$ cat config.mk
export PLATFORM = sky130hd
export DESIGN_NAME = uapb_master_flat
export DESIGN_NICKNAME = d
export VERILOG_FILES = /design/src/rtl/uapb_master_if.sv /design/src/rtl/uapb_master.sv /design/src/flat_wrapper.sv
export SDC_FILE = /design/constraint.sdc
export NUM_CORES = 1
export LEC_CHECK = 0
export CORE_MARGIN = 1
export CORE_UTILIZATION = 47
export DETAILED_ROUTE_END_ITERATION = 10
export GPL_ROUTABILITY_DRIVEN = 0
export GPL_TIMING_DRIVEN = 1
export PLACE_DENSITY_LB_ADDON = 0.08
export SYNTH_ARGS = -nofsm -noshare
export SYNTH_HDL_FRONTEND = slang
export SYNTH_SLANG_ARGS = --single-unit
$ cat constraint.sdc
create_clock -name PCLK -period 4.5 [get_ports PCLK]
set_input_delay 1.125 -clock PCLK [delete_from_list [all_inputs] [get_ports PCLK]]
set_output_delay 1.125 -clock PCLK [all_outputs]
set_load 0.05 [all_outputs]
$ cat src/rtl/uapb_master_if.sv
// uapb_master_if: command/response stream plus APB bus bundle for uapb_master.
//   master modport - the uapb_master view (drives APB and the response stream).
//   slave modport  - the opposite side: requester, APB slave model or testbench.
// Signals:
//   cmd_valid/cmd_ready/cmd_write/cmd_addr/cmd_wdata  command stream
//   rsp_valid/rsp_ready/rsp_rdata/rsp_timeout         response stream
//   busy                                               initiator not idle
//   PSEL/PENABLE/PADDR/PWRITE/PWDATA/PRDATA/PREADY     APB bus
interface uapb_master_if #(
  parameter int unsigned BITWIDTH = 8,
  parameter int unsigned ADDR_W   = 2
) ();
  logic                cmd_valid;
  logic                cmd_ready;
  logic                cmd_write;
  logic [ADDR_W-1:0]   cmd_addr;
  logic [BITWIDTH-1:0] cmd_wdata;
  logic                rsp_valid;
  logic                rsp_ready;
  logic [BITWIDTH-1:0] rsp_rdata;
  logic                rsp_timeout;
  logic                busy;
  logic                PSEL;
  logic                PENABLE;
  logic [ADDR_W-1:0]   PADDR;
  logic                PWRITE;
  logic [BITWIDTH-1:0] PWDATA;
  logic [BITWIDTH-1:0] PRDATA;
  logic                PREADY;

  modport master (
    input  cmd_valid, cmd_write, cmd_addr, cmd_wdata, rsp_ready, PRDATA, PREADY,
    output cmd_ready, rsp_valid, rsp_rdata, rsp_timeout, busy,
           PSEL, PENABLE, PADDR, PWRITE, PWDATA
  );

  modport slave (
    output cmd_valid, cmd_write, cmd_addr, cmd_wdata, rsp_ready, PRDATA, PREADY,
    input  cmd_ready, rsp_valid, rsp_rdata, rsp_timeout, busy,
           PSEL, PENABLE, PADDR, PWRITE, PWDATA
  );
endinterface

$ cat src/rtl/uapb_master.sv
// uapb_master: turns a valid/ready command stream into single APB transfers and
// returns read data/status on a valid/ready response stream. A wait-state
// timeout aborts a transfer whose slave holds PREADY low for TIMEOUT cycles.
// Ports:
//   PCLK    - clock, rising edge
//   PRESET  - synchronous active-high reset
//   bus     - uapb_master_if.master (command, response, busy and APB signals)
// All outputs are registered.
module uapb_master #(
  parameter int unsigned BITWIDTH = 8,
  parameter int unsigned ADDR_W   = 2,
  parameter int unsigned TIMEOUT  = 16,  // 0 disables the timeout
  parameter int unsigned CNT_W    = 5    // 2**CNT_W must exceed TIMEOUT
) (
  input logic           PCLK,
  input logic           PRESET,
  uapb_master_if.master bus
);

  typedef enum logic [1:0] {StIdle, StSetup, StAccess, StResp} state_e;

  // Counter value seen on the TIMEOUT-th wait cycle (counter starts at 0).
  localparam logic [CNT_W-1:0] CntLast = CNT_W'(TIMEOUT - 1);

  state_e           state_q;
  logic [CNT_W-1:0] cnt_q;

  always_ff @(posedge PCLK) begin
    if (PRESET) begin
      state_q         <= StIdle;
      cnt_q           <= '0;
      bus.cmd_ready   <= 1'b1;
      bus.busy        <= 1'b0;
      bus.PSEL        <= 1'b0;
      bus.PENABLE     <= 1'b0;
      bus.PADDR       <= {ADDR_W{1'b0}};
      bus.PWRITE      <= 1'b0;
      bus.PWDATA      <= {BITWIDTH{1'b0}};
      bus.rsp_valid   <= 1'b0;
      bus.rsp_rdata   <= {BITWIDTH{1'b0}};
      bus.rsp_timeout <= 1'b0;
    end else begin
      unique case (state_q)
        StIdle: begin
          // cmd_ready is always 1 here, so cmd_valid alone marks the accept.
          if (bus.cmd_valid) begin
            bus.PADDR     <= bus.cmd_addr;
            bus.PWRITE    <= bus.cmd_write;
            bus.PWDATA    <= bus.cmd_wdata;
            bus.PSEL      <= 1'b1;
            bus.PENABLE   <= 1'b0;
            bus.cmd_ready <= 1'b0;
            bus.busy      <= 1'b1;
            state_q       <= StSetup;
          end
        end

        StSetup: begin
          bus.PENABLE <= 1'b1;
          cnt_q       <= '0;
          state_q     <= StAccess;
        end

        StAccess: begin
          // PREADY wins over the timeout on the last allowed wait cycle.
          if (bus.PREADY) begin
            bus.rsp_rdata   <= bus.PWRITE ? {BITWIDTH{1'b0}} : bus.PRDATA;
            bus.rsp_timeout <= 1'b0;
            bus.rsp_valid   <= 1'b1;
            bus.PSEL        <= 1'b0;
            bus.PENABLE     <= 1'b0;
            state_q         <= StResp;
          end else if ((TIMEOUT != 0) && (cnt_q == CntLast)) begin
            bus.rsp_rdata   <= {BITWIDTH{1'b0}};
            bus.rsp_timeout <= 1'b1;
            bus.rsp_valid   <= 1'b1;
            bus.PSEL        <= 1'b0;
            bus.PENABLE     <= 1'b0;
            state_q         <= StResp;
          end else begin
            cnt_q <= cnt_q + 1'b1;
          end
        end

        StResp: begin
          if (bus.rsp_ready) begin
            bus.rsp_valid <= 1'b0;
            bus.cmd_ready <= 1'b1;
            bus.busy      <= 1'b0;
            state_q       <= StIdle;
          end
        end

        default: begin
          state_q <= StIdle;
        end
      endcase
    end
  end

endmodule

$ cat src/flat_wrapper.sv
// flat-port wrapper written by rule: the top's interface ports become plain ports
module uapb_master_flat 
#(
  parameter int unsigned BITWIDTH = 8,
  parameter int unsigned ADDR_W   = 2,
  parameter int unsigned TIMEOUT  = 16,                           
  parameter int unsigned CNT_W    = 5                                   
)
  (PCLK, PRESET, bus_cmd_valid, bus_cmd_write, bus_cmd_addr, bus_cmd_wdata, bus_rsp_ready, bus_PRDATA, bus_PREADY, bus_cmd_ready, bus_rsp_valid, bus_rsp_rdata, bus_rsp_timeout, bus_busy, bus_PSEL, bus_PENABLE, bus_PADDR, bus_PWRITE, bus_PWDATA);
  uapb_master_if #(.BITWIDTH(BITWIDTH), .ADDR_W(ADDR_W)) bus_i ();
  input logic PCLK;
  input logic PRESET;
  input wire logic [$bits(bus_i.cmd_valid)-1:0] bus_cmd_valid;
  input wire logic [$bits(bus_i.cmd_write)-1:0] bus_cmd_write;
  input wire logic [$bits(bus_i.cmd_addr)-1:0] bus_cmd_addr;
  input wire logic [$bits(bus_i.cmd_wdata)-1:0] bus_cmd_wdata;
  input wire logic [$bits(bus_i.rsp_ready)-1:0] bus_rsp_ready;
  input wire logic [$bits(bus_i.PRDATA)-1:0] bus_PRDATA;
  input wire logic [$bits(bus_i.PREADY)-1:0] bus_PREADY;
  output wire logic [$bits(bus_i.cmd_ready)-1:0] bus_cmd_ready;
  output wire logic [$bits(bus_i.rsp_valid)-1:0] bus_rsp_valid;
  output wire logic [$bits(bus_i.rsp_rdata)-1:0] bus_rsp_rdata;
  output wire logic [$bits(bus_i.rsp_timeout)-1:0] bus_rsp_timeout;
  output wire logic [$bits(bus_i.busy)-1:0] bus_busy;
  output wire logic [$bits(bus_i.PSEL)-1:0] bus_PSEL;
  output wire logic [$bits(bus_i.PENABLE)-1:0] bus_PENABLE;
  output wire logic [$bits(bus_i.PADDR)-1:0] bus_PADDR;
  output wire logic [$bits(bus_i.PWRITE)-1:0] bus_PWRITE;
  output wire logic [$bits(bus_i.PWDATA)-1:0] bus_PWDATA;
  assign bus_i.cmd_valid = bus_cmd_valid;
  assign bus_i.cmd_write = bus_cmd_write;
  assign bus_i.cmd_addr = bus_cmd_addr;
  assign bus_i.cmd_wdata = bus_cmd_wdata;
  assign bus_i.rsp_ready = bus_rsp_ready;
  assign bus_i.PRDATA = bus_PRDATA;
  assign bus_i.PREADY = bus_PREADY;
  assign bus_cmd_ready = bus_i.cmd_ready;
  assign bus_rsp_valid = bus_i.rsp_valid;
  assign bus_rsp_rdata = bus_i.rsp_rdata;
  assign bus_rsp_timeout = bus_i.rsp_timeout;
  assign bus_busy = bus_i.busy;
  assign bus_PSEL = bus_i.PSEL;
  assign bus_PENABLE = bus_i.PENABLE;
  assign bus_PADDR = bus_i.PADDR;
  assign bus_PWRITE = bus_i.PWRITE;
  assign bus_PWDATA = bus_i.PWDATA;
  uapb_master #(.BITWIDTH(BITWIDTH), .ADDR_W(ADDR_W), .TIMEOUT(TIMEOUT), .CNT_W(CNT_W)) u_core (.PCLK(PCLK), .PRESET(PRESET), .bus(bus_i));
endmodule
==> out/qor.csv <==
metric,value,unit
status,"complete, no violations",
cts-root-buf,clkbuf_4,
cts_resized,0,
ioPinCount,49,
cp-start-kind,flip-flop,
core-area,2760,um^2
fp.dieW,55.8,um
fp-row-count,19,
drt_pre_antenna_iters,4,
synth.most_common_cell,dfxtp_1,
clock_path_buffers,2,
yosysTopAreaCellShare,47.1,%
p_leak,0.739,nW
setup_tns,0,ns
finalSetupViolations,0,
die_area,3110,um^2
path_cells,clkdlybuf4s50_1,
worstPathMaxFanout,3,
critical-path-slowest-cell,clkdlybuf4s50_1,
io_buffers,48,
max_freq,379,MHz
area_delta_synth_final,40.0,%
synthCells,155,
syn_nets,187,
async_flop_share,0,%
cts_setup_buffers,0,
ir_drop,0.000358,V
finalWirelength,3140,um
grt_pass1_vias,1168,
dpl.hpwl,2250,um
routed_via_density,5.29,
clkLatencyLatePin,0.32,ns
cts_buffers,5,
insertedDiodeCount,0,
cts_tree,yes,
hold_viol_final,0,
fillers,242,
worst_pin_slew,0.687,ns
fin_crit,2.64,ns
arrival,1.51,ns
cts_sinks,32,
avgSynthCellArea,8.77,um^2
synth.distinct_cells,36,
routed-via-count,1238,
initial_core_util,49.3,%
layout.cells.non_filler,234,
final_nets,234,
die_h,55.8,um
path_clk_slew,0.10,ns
synth.largest_area_cell,dfxtp_1,
slew-limit-headroom,53.9,%
grt_max_degree,27,
drc,0,
synth_edf_count,0,
synth-seq-cells,32,
slowest_delay,0.82,ns
grt_overflow_total,0,
drtIter0Drc,29,
powerDensity,498,nW/um^2
min_period_over_period,58.6,%
synth_ff_type,dfxtp_1,
ys_top_cells_by_area,"dfxtp_1, nand2_1, ha_1",
crit_family,buffers and inverters,
cts-hold-fix-buffers,0,
worstSetupPathType,flip-flop to primary output,
rsz0062_at_grt,no,
htree_levels,2,
grt_pass1_wl,5170,um
avgRoutedWirePerCell,13.4,um
endpoint_kind,primary output,
drive_gt1_share,5.42,%
hold_path_class,flip-flop to flip-flop,
syn_area,1360,um^2
yosys_warnings,0,
antenna_found_initial,0,
required,3.38,ns
ant_nets,0,
maxCapViolCount,0,
drv_slew,0,
ys_seq_area_share,47.1,%
crit_buf_inv,1,
place_ws,1.78,ns
track_usage,21.1,%
placed_cells,226,
setup_ws,1.86,ns
synth_common_cells,"dfxtp_1, nand2_1, a21oi_1, nor2_1",
fin_hold_ws,0.457,ns
fin_skew,0.00783,ns
[where the power goes]
part | total, mW | switching [mW] | leakage [nW] | internal, mW
Clock | 0.167 | 0.0900 | 0.0326 | 0.0771
Sequential | 0.366 | 0.0328 | 0.261 | 0.333
Combinational | 0.415 | 0.263 | 0.445 | 0.152
Total | 0.947 | 0.386 | 0.739 | 0.561
[stage by stage]
step | total power [mW] | cell area (um^2) | util [%]
finish | 0.947 | 1900 | 69.0
global route | 1.00 | 1900 | 69.0
CTS | 0.955 | 1900 | 69.0
detailed placement | 0.786 | 1840 | 66.8
global placement | 0.776 | 1840 | 66.8
floorplan | 0.655 | 1360 | -
[registers in the layout, indices dropped and copies added (netlist names)]
register	count
u_core.bus.cmd_ready	1
u_core.bus.PWRITE	1
u_core.bus.PSEL	1
u_core.bus.busy	1
u_core.bus.PADDR	2
u_core.bus.PENABLE	1
u_core.bus.rsp_timeout	1
u_core.state_q	2
u_core.cnt_q	5
u_core.bus.rsp_rdata	8
u_core.bus.rsp_valid	1
u_core.bus.PWDATA	8
[final timing paths]
path                            depth (start not counted)                  from  slack, ns              endpoint
worst max-delay path                                    1  u_core.bus.rsp_valid       1.86         bus_rsp_valid
worst min-delay path                                    2  u_core.bus.PWDATA[3]       0.46  u_core.bus.PWDATA[3]
worst max register to register                          6       u_core.cnt_q[0]       2.48       u_core.cnt_q[3]
worst min register to register                          2  u_core.bus.PWDATA[3]       0.46  u_core.bus.PWDATA[3]
[routing by layer]
layer	vias up	wire length [um]	track usage, %
met5	-	0	0
met4	0	29	7.50
met3	4	170	6.05
met2	37	1580	35.6
met1	564	1370	25.5
li1	633	-	-
[layout by cell type (no fill, tap or decap), drive strengths merged, types with 2 or more instances in the layout]
cell and n:
clkbuf 8, dfxtp 32, ha 8, inv 6
clkdlybuf4s50 48, nand3 3, and3 2, a31oi 2
a22oi 8, a21oi 17, nor4b 2, nor3 2
o21ai 5, nor2b 2, nand2 27, nor2 12
[layout make-up]
type | count | area (um^2) | area share, %
multi-input cells | 108 | 653 | 34.3
well taps | 31 | 38.8 | 2.04
inverters | 6 | 22.5 | 1.18
clock buffers | 8 | 58.8 | 3.09
flip-flops and latches | 32 | 641 | 33.7
repair buffers | 49 | 488 | 25.7
[kinds of logic (layout without fill, tap and decap cells)]
group,count (synthesis),in the layout,synth area share (%)
and+or+nand+nor,58,58,20.6
AOI/OAI and AO/OA,40,40,18.7
DFF,32,32,47.1
buffers and inverters,15,63,4.79
adders and majority gates,8,8,7.37
xor gates and xnor gates,1,1,0.645
muxes,1,1,0.737
[tightest hold or removal path, delay by kind of cell, from the launching register on]
family,cells,cell delay [ns]
flops,1,0.32
simple gates,1,0.05
compound gates,1,0.05
Power figures use the tool's default switching activity.
